## config.mk

```make
export PLATFORM = sky130hd
export DESIGN_NAME = fetch_queue
export DESIGN_NICKNAME = d
export VERILOG_FILES = /design/src/rtl/fetch_pkg.sv /design/src/rtl/fetch_slot_queue.sv /design/src/rtl/fetch_queue.sv
export SDC_FILE = /design/constraint.sdc
export NUM_CORES = 1
export LEC_CHECK = 0
export ABC_CLOCK_PERIOD_IN_PS = 4600
export BUFFER_PORTS_ARGS = -buffer_cell sky130_fd_sc_hd__buf_4
export CORE_ASPECT_RATIO = 0.9
export CORE_UTILIZATION = 60
export DETAILED_ROUTE_END_ITERATION = 8
export PLACE_DENSITY_LB_ADDON = 0.3
export SKIP_LAST_GASP = 1
export SYNTH_ARGS = -nofsm -noshare
export SYNTH_HDL_FRONTEND = slang
export SYNTH_HIERARCHICAL = 1
export SYNTH_SLANG_ARGS = --single-unit
```

## constraint.sdc

```tcl
create_clock -name clk -period 4.6 [get_ports clk]
set_input_delay 0.92 -clock clk [delete_from_list [all_inputs] [get_ports clk]]
set_output_delay 0.92 -clock clk [all_outputs]
set_load 0.05 [all_outputs]
```

## src/rtl/fetch_pkg.sv

```systemverilog
// fetch_pkg: shared types and constants for the instruction fetch stage.
// Holds the data width, the NOP encoding loaded into IF/ID on reset,
// the queue slot record and a small PC helper.
package fetch_pkg;

  localparam int XLEN = 32;

  // addi x0, x0, 0
  localparam logic [XLEN-1:0] NOP_INSTR = 32'h0000_0013;

  // One queue entry: request PC captured on grant, word captured on response.
  typedef struct packed {
    logic [XLEN-1:0] pc;
    logic [XLEN-1:0] instr;
    logic            filled;
  } slot_t;

  // Sequential successor of a PC; wraps modulo 2^32.
  function automatic logic [XLEN-1:0] pc_inc(input logic [XLEN-1:0] pc);
    return pc + 32'd4;
  endfunction

endpackage

```

## src/rtl/fetch_slot_queue.sv

```systemverilog
// fetch_slot_queue: ring buffer of in-flight fetch slots.
// Three pointers walk the ring in the same direction:
//   alloc_ptr - next slot handed out on a memory grant
//   fill_ptr  - oldest allocated slot still waiting for its response
//   head_ptr  - oldest slot, next to leave for IF/ID
// alloc_cnt counts every occupied slot (waiting or filled); fill_cnt counts
// filled slots not yet popped. Responses arrive in grant order, so fills
// always land on fill_ptr.
module fetch_slot_queue
  import fetch_pkg::*;
#(
  parameter int unsigned DEPTH = 4
) (
  input  logic                         clk,
  input  logic                         reset_n,
  input  logic                         flush,
  input  logic                         alloc,
  input  logic [XLEN-1:0]              alloc_pc,
  input  logic                         fill,
  input  logic [XLEN-1:0]              fill_data,
  input  logic                         pop,
  output slot_t                        head_slot,
  output logic [$clog2(DEPTH):0]       alloc_cnt,
  output logic [$clog2(DEPTH):0]       unfilled_cnt
);

  localparam int unsigned PW = $clog2(DEPTH);
  localparam int unsigned CW = PW + 1;

  slot_t          slots [DEPTH];
  logic [PW-1:0]  alloc_ptr;
  logic [PW-1:0]  fill_ptr;
  logic [PW-1:0]  head_ptr;
  logic [CW-1:0]  fill_cnt;

  assign head_slot    = slots[head_ptr];
  assign unfilled_cnt = alloc_cnt - fill_cnt;

  // Slot storage and pointers; a pop issued together with a fill of the same
  // slot (bypass) must leave it empty, so the pop update is written last.
  always_ff @(posedge clk or negedge reset_n) begin
    if (!reset_n) begin
      for (int i = 0; i < int'(DEPTH); i++) begin
        slots[i] <= '0;
      end
      alloc_ptr <= '0;
      fill_ptr  <= '0;
      head_ptr  <= '0;
      alloc_cnt <= '0;
      fill_cnt  <= '0;
    end else if (flush) begin
      for (int i = 0; i < int'(DEPTH); i++) begin
        slots[i].filled <= 1'b0;
      end
      alloc_ptr <= '0;
      fill_ptr  <= '0;
      head_ptr  <= '0;
      alloc_cnt <= '0;
      fill_cnt  <= '0;
    end else begin
      if (alloc) begin
        slots[alloc_ptr].pc     <= alloc_pc;
        slots[alloc_ptr].filled <= 1'b0;
        alloc_ptr               <= alloc_ptr + PW'(1);
      end
      if (fill) begin
        slots[fill_ptr].instr  <= fill_data;
        slots[fill_ptr].filled <= 1'b1;
        fill_ptr               <= fill_ptr + PW'(1);
      end
      if (pop) begin
        slots[head_ptr].filled <= 1'b0;
        head_ptr               <= head_ptr + PW'(1);
      end
      alloc_cnt <= alloc_cnt + CW'(alloc) - CW'(pop);
      fill_cnt  <= fill_cnt + CW'(fill) - CW'(pop);
    end
  end

endmodule

```

## src/rtl/fetch_queue.sv

```systemverilog
// fetch_queue: RV32 instruction fetch stage.
// Owns the fetch PC, issues in-order requests over a req/gnt/rvalid
// handshake, buffers returned words in fetch_slot_queue and drives the IF/ID
// register. Redirects from execute free every slot and remember how many
// responses are still in flight so they can be dropped on arrival.
// Build option FETCH_BYPASS_EN: a response landing on the head slot while
// IF/ID loads goes straight to instr_d (one cycle less latency). Without it
// instr_d is always fed from a queue flop.
module fetch_queue
  import fetch_pkg::*;
#(
  parameter int unsigned     DEPTH    = 4,
  parameter logic [XLEN-1:0] RESET_PC = 32'h0000_0000
) (
  input  logic            clk,
  input  logic            reset_n,
  output logic            imem_req,
  output logic [XLEN-1:0] imem_addr,
  input  logic            imem_gnt,
  input  logic            imem_rvalid,
  input  logic [XLEN-1:0] imem_rdata,
  input  logic            redirect_e,
  input  logic [XLEN-1:0] redirect_pc,
  input  logic            stall_d,
  output logic            valid_d,
  output logic [XLEN-1:0] instr_d,
  output logic [XLEN-1:0] pc_d,
  output logic [XLEN-1:0] pcplus4_d
);

  localparam int unsigned    CW       = $clog2(DEPTH) + 1;
  localparam logic [CW:0]    FULL_LVL = (CW+1)'(DEPTH);

  logic [XLEN-1:0] fetch_pc;
  logic [CW-1:0]   discard_cnt;
  logic [CW-1:0]   alloc_cnt;
  logic [CW-1:0]   unfilled_cnt;
  logic [CW:0]     inflight;
  logic [CW:0]     discard_sum;
  slot_t           head_slot;
  logic            grant;
  logic            drop;
  logic            fill;
  logic            load;
  logic            bypass_hit;
  logic            pop;

  // Occupied slots plus responses owed to flushed requests bound new requests.
  assign inflight  = {1'b0, alloc_cnt} + {1'b0, discard_cnt};
  assign imem_req  = reset_n && !redirect_e && (inflight < FULL_LVL);
  assign imem_addr = fetch_pc;
  assign grant     = imem_req && imem_gnt;

  // Responses owed to flushed requests come back first (in-order memory).
  assign drop = imem_rvalid && (discard_cnt != '0);
  assign fill = imem_rvalid && (discard_cnt == '0) && !redirect_e;
  assign load = !stall_d || !valid_d;

`ifdef FETCH_BYPASS_EN
  // Head slot is the one being filled when nothing is filled yet but something is allocated.
  assign bypass_hit = load && !head_slot.filled && fill &&
                      (alloc_cnt == unfilled_cnt) && (alloc_cnt != '0);
`else
  assign bypass_hit = 1'b0;
`endif

  assign pop = !redirect_e && load && (head_slot.filled || bypass_hit);

  // On redirect every unfilled slot becomes a response to throw away; one that
  // arrives this very cycle is already accounted for.
  assign discard_sum = ((discard_cnt != '0) || (unfilled_cnt != '0))
                     ? ({1'b0, discard_cnt} + {1'b0, unfilled_cnt} - (CW+1)'(imem_rvalid))
                     : '0;

  fetch_slot_queue #(.DEPTH(DEPTH)) u_slots (
    .clk          (clk),
    .reset_n      (reset_n),
    .flush        (redirect_e),
    .alloc        (grant),
    .alloc_pc     (fetch_pc),
    .fill         (fill),
    .fill_data    (imem_rdata),
    .pop          (pop),
    .head_slot    (head_slot),
    .alloc_cnt    (alloc_cnt),
    .unfilled_cnt (unfilled_cnt)
  );

  // Fetch PC: jump on redirect, step by one word on each accepted request.
  always_ff @(posedge clk or negedge reset_n) begin
    if (!reset_n) begin
      fetch_pc <= RESET_PC;
    end else if (redirect_e) begin
      fetch_pc <= redirect_pc;
    end else if (grant) begin
      fetch_pc <= pc_inc(fetch_pc);
    end
  end

  // Count of wrong-path responses still to be swallowed.
  always_ff @(posedge clk or negedge reset_n) begin
    if (!reset_n) begin
      discard_cnt <= '0;
    end else if (redirect_e) begin
      discard_cnt <= discard_sum[CW-1:0];
    end else if (drop) begin
      discard_cnt <= discard_cnt - CW'(1);
    end
  end

  // IF/ID register: flushed by redirect, loaded from the head slot (or the
  // bypassed response) whenever decode can take a new instruction.
  always_ff @(posedge clk or negedge reset_n) begin
    if (!reset_n) begin
      valid_d   <= 1'b0;
      instr_d   <= NOP_INSTR;
      pc_d      <= '0;
      pcplus4_d <= '0;
    end else if (redirect_e) begin
      valid_d <= 1'b0;
    end else if (load) begin
      if (head_slot.filled) begin
        valid_d   <= 1'b1;
        instr_d   <= head_slot.instr;
        pc_d      <= head_slot.pc;
        pcplus4_d <= pc_inc(head_slot.pc);
      end else if (bypass_hit) begin
        valid_d   <= 1'b1;
        instr_d   <= imem_rdata;
        pc_d      <= head_slot.pc;
        pcplus4_d <= pc_inc(head_slot.pc);
      end else begin
        valid_d <= 1'b0;
      end
    end
  end

endmodule
```

# ---- Word-level counts from Yosys, hierarchy flattened
# Cells that the tools add are included.
dict set report word_totals {
  register_bits 404
  wordCells 116
}
dict set report op_classes {
  addsub 14
  n_lt_le_gt_ge 7
  muxes 43
  n_bitwise 4
  reduce_logical 25
}
# operator n
set ops {}
lappend ops {{bitwise mux 260 bit} 5}
lappend ops {{two-way mux 260 bit} 5}
lappend ops {{demux 65 bit (select 2 bit)} 5}
lappend ops {{two-way mux 65 bit} 3}
lappend ops {{binary-select mux 65 bit (select 2 bit)} 1}
lappend ops {{adder 32 x 3 -> 32 bit, second input constant} 2}
lappend ops {{two-way mux 32 bit} 2}
lappend ops {{two-way mux 33 bit} 1}
lappend ops {{two-way mux 3 bit} 5}
lappend ops {{two-way mux 2 bit} 6}
lappend ops {{logical AND 1 bit} 11}
lappend ops {{two-way mux 1 bit} 10}
lappend ops {{nonzero test 2 bit} 5}
lappend ops {{greater-or-equal comparator 3 bit, second input constant} 3}
lappend ops {{less-than comparator 3 x 1 -> 1 bit, second input constant} 3}
lappend ops {{NOT 2 -> 3 bit} 3}
lappend ops {{subtractor 3 x 1 -> 3 bit} 3}
lappend ops {{adder 2 x 1 -> 2 bit, second input constant} 3}
lappend ops {{adder 3 x 1 -> 3 bit} 2}
lappend ops {{nonzero test 3 bit} 2}
lappend ops {{adder 3 x 3 -> 4 bit} 1}
lappend ops {{less-than comparator 4 x 3 -> 1 bit, second input constant} 1}
lappend ops {{adder 3 bit} 1}
lappend ops {{logical NOT 1 bit} 3}
lappend ops {{other kinds (6)} 7}

# ---- Logic depth before layout (Yosys ltp)
dict set report depth {
  word_depth 16
  ltp_mapped 14
}

# ---- Modules after synthesis
# Netlist, hierarchy kept.
# mod instances cells_per_inst area_each_um2 seq_area_each_um2
set modules_own_cells {}
lappend modules_own_cells {fetch_slot_queue 1 715 12206.7 6806.5}
lappend modules_own_cells {fetch_queue 1 706 6243.5 3256.9}

# ---- Least setup slack after synthesis
# OpenSTA, ideal clock, no wires.
dict set report synth_timing {
  path_kind {input -> register}
  start {input redirect_e}
  end {register u_slots.alloc_cnt[2]}
  t_arrival_ns 3.039
  slack_ns 1.429
  cell_stages 13
  path_buffers 2
  cell_sequence {nor3_1 nand4_2 clkinv_1 buf_2 buf_4 inv_1 ha_1 inv_1 ha_1 inv_1 fa_1 xnor3_1 nor2_1}
}
dict set report synth_via {
  elab_chain_cells 7
}
# element line
set synth_lines {}
lappend synth_lines {{start: declaration} fetch_queue.sv:22} ;# input logic redirect_e,
lappend synth_lines {{logical NOT 1 bit} fetch_queue.sv:50} ;# assign imem_req = reset_n && !redirect_e && (inflight < FULL_LVL);
lappend synth_lines {{logical AND 1 bit (2 in series)} fetch_queue.sv:50}
lappend synth_lines {{logical AND 1 bit} fetch_queue.sv:52} ;# assign grant = imem_req && imem_gnt;
lappend synth_lines {{via grant} fetch_queue.sv:41} ;# logic grant;
lappend synth_lines {{adder 3 x 1 -> 3 bit} fetch_slot_queue.sv:75} ;# alloc_cnt <= alloc_cnt + CW'(alloc) - CW'(pop);
lappend synth_lines {{subtractor 3 x 1 -> 3 bit} fetch_slot_queue.sv:75}
lappend synth_lines {{two-way mux 3 bit} fetch_slot_queue.sv:51} ;# end else if (flush) begin
lappend synth_lines {{end signal: assignment} fetch_slot_queue.sv:75}
lappend synth_lines {{end: declaration} fetch_slot_queue.sv:23} ;# output logic [$clog2(DEPTH):0] alloc_cnt,
# The timed path passes the listed nets, and every way through them passes these cells.
# A chain may end at the register's enable or synchronous reset.

==> reports/results.txt <==
Status -> finished, final reports clean
# resized after CTS -> 0
# setup viols final -> 0
Post-DRT Antenna Nets -> 0
Wire length per cell -> 21.0 um
Critical path arrival -> 3.54 ns
Detailed router's first-iteration violation count -> 952
Synth warn -> 6
Most frequent cells in the layout -> dfrtp_1 (397), nand2_1 (270), mux2_2 (251)
Die Y -> 168 um
Total grt overflow -> 0
Highest fanout seen on the critical path -> 22
Layout cells sized above 1 -> 0.382
Post-Syn Instances -> 1,421
Kind of start point of the critical path -> register
Die ar. -> 31,500 um2
Distinct cells, synth -> 57
Net count, final -> 1,711
Crit-path leading delay family -> simple AND/OR/NAND/NOR gates
Sw frac -> 0.360
Drt drc -> 0
Yosys top cell by area -> dfrtp_1
Area Overhead vs Synth -> 16.4%
Most used DFF post-synth -> dfrtp_1
Crit path top cell by count -> nand4_1
Drt total wl -> 43.0 mm
CP Buf/Inv Count -> 1
RSZ-0062 raised after global routing -> false
Drt pass-1 iters -> 6
Boundary pin count -> 200
Vias -> 12,300
Gr usage total -> 0.280
Layout Cells excl Fill -> 2,047
CTS tree -> done
VDD IR max -> 0.382 mV
Vias/cell -> 5.99
TNS Setup -> 0 ns
Top-area cell type share of the netlist area -> 0.541
WP data required -> 4.97 ns
Setup Buffers After CTS -> 0
LEAKAGE -> 0.0106 uW
Slew margin rel. -> 0.261
Slowest cell on crit path -> nor4_2
Period Utilization, post-route -> 0.690
CP Cell Sequence -> buf_4, mux4_2, nand4_1, nor4_2, nand4_1, xor2_1, o21ai_0
Initial Utilization -> 0.613
Fin. Hold Viols -> 0
Setup Skew -> 0.0173 ns
Net Sw Power -> 4270 uW
Most common cell after layout, fill and taps aside -> dfrtp_1
Routability cong. -> 0.793
Power Internal -> 7610 uW
Synthesized area per cell -> 13.0 um2
Antenna violations before repair -> 2
Syn Std Cell Area -> 18,500 um2
Flops & latches, synth -> 402
Core ar. -> 30,100 um2
Synthesized Nets -> 1,521
Hold buffers post-CTS -> 0
Cts bufs inserted -> 42
Post-synth EDFFs -> 0
Crit path capture type -> register
Comb pwr share -> 0.320
Sequential share of the synthesized area -> 0.545
Power Dens Cells -> 553 nW/um2
Num rows -> 60
Tmin final -> 3.17 ns
Sink Count -> 402
Total of max-cap violations -> 0
Clk Tree Root Cell -> clkbuf_16
Chip Width -> 187 um
Maximum clock rate -> 0.315 GHz
Pins over their slew limit -> 0
Placed Instances -> 1,970
Top cells by area, synth -> dfrtp_1 (54%), mux2_2 (15%), mux4_2 (7.9%), nand2_1 (5.5%), ha_1 (1.8%)
Sequential Power Share -> 0.408
CP Class -> reg2reg
Largest net degree at the start of global routing -> 176
Hold Crit Class -> in2async
Detailed placer's ending HPWL -> 27.9 mm
Vias in the first global route -> 12,600
First-pass GRT wire length -> 69.2 mm
CP max stage delay -> 0.83 ns
Clock network fraction of total power -> 0.272
# H-tree levels -> 2
Clock-pin slew on the worst setup and hold paths -> 0.06 ns
Actual slew at the worst max-slew pin -> 1.10 ns
Clock Tree Buf Depth -> 3
Post-synth ARST share -> 1.00
Worst-Skew Late Latency -> 0.54 ns
Port Buffers -> 199
-- cell usage after synthesis, types with 4 or more instances --
library cell  count
inv_1            30
a221oi_1          4
buf_1             5
a31oi_1           5
nand3_1          31
mux2_1            7
a21bo_2           4
nor3_1            7
nor2_1           28
a221o_1           6
a21o_1            4
buf_4             7
nand2_1         270
buf_6            10
a21oi_1          12
nand3b_1          5
o211ai_1          8
nor2b_1           8
xnor2_1          14
dfrtp_1         399
buf_2            22
o21ai_0          48
o311ai_0          4
clkbuf_1         28
nand4_1          20
nand3b_2          4
mux2i_1           5
and3_1            9
mux4_2           65
fa_1              4
ha_1             26
buf_12            4
xor2_1           26
mux2_2          251
-- cells by family after synthesis --
group                    synth area share
buffers and inverters              0.0323
flip-flops                          0.545
AO/OA/AOI/OAI                      0.0355
adder cells (fa/ha/maj)            0.0220
XOR/XNOR                           0.0214
multiplexers                        0.240
AND/OR/NAND/NOR                     0.104
-- final timing paths --
kind	cells past startpoint	slack (ns)	end	start
setup / recovery	7	1.43	pcplus4_d[26]$_DFFE_PN0P_	u_slots/head_ptr[1]$_DFFE_PN0P_
hold reg to reg	2	0.46	instr_d[1]$_DFFE_PN1P_	instr_d[1]$_DFFE_PN1P_
max in group asynchronous	3	2.09	imem_addr[15]$_DFFE_PN0P_	reset_n
hold / removal	1	0.31	pc_d[8]$_DFFE_PN0P_	reset_n
min in group clk	2	0.46	instr_d[1]$_DFFE_PN1P_	instr_d[1]$_DFFE_PN1P_
setup reg to reg	7	1.43	pcplus4_d[26]$_DFFE_PN0P_	u_slots/head_ptr[1]$_DFFE_PN0P_
-- area by class of cell --
class,count,area (um2)
repair buffers,222,1690
diodes,1,2.50
inverters,31,116
fillers,2015,8630
well taps,403,504
multi-input cells,912,7800
clock inverters,11,106
clock buffers,65,1200
flip-flops and latches,402,10100
-- power groups by stage --
stage / clock [uW] / sequential (uW) / combinational [uW]
2_1_floorplan: 0 / 5810 / 1650
5_1_grt: 3420 / 4930 / 4060
4_1_cts: 3280 / 4830 / 3820
3_5_place_dp: 0 / 4880 / 3790
6_report: 3230 / 4840 / 3810
3_3_place_gp: 0 / 4830 / 3690
-- routing by layer --
layer	GRT usage	vias to the layer above	wire (um)
li1	-	5423	-
met1	0.400	6380	18700
met2	0.446	378	20700
met3	0.0525	74	2640
met4	0.0788	0	848
met5	0	-	0
-- metrics by stage --
stage	util	power, uW	hold WS (ns)	setup slack (ns)	area (um2)
CTS	0.713	11900	0.324	1.42	21500
finish	0.713	11900	0.314	1.43	21500
floorplan	-	7460	0.459	1.43	18500
global placement	0.670	8530	0.451	1.12	20200
detailed placement	0.670	8670	0.452	1.07	20200
global route	0.713	12400	0.342	1.21	21500
No activity file was read; power rests on OpenSTA's default activity.
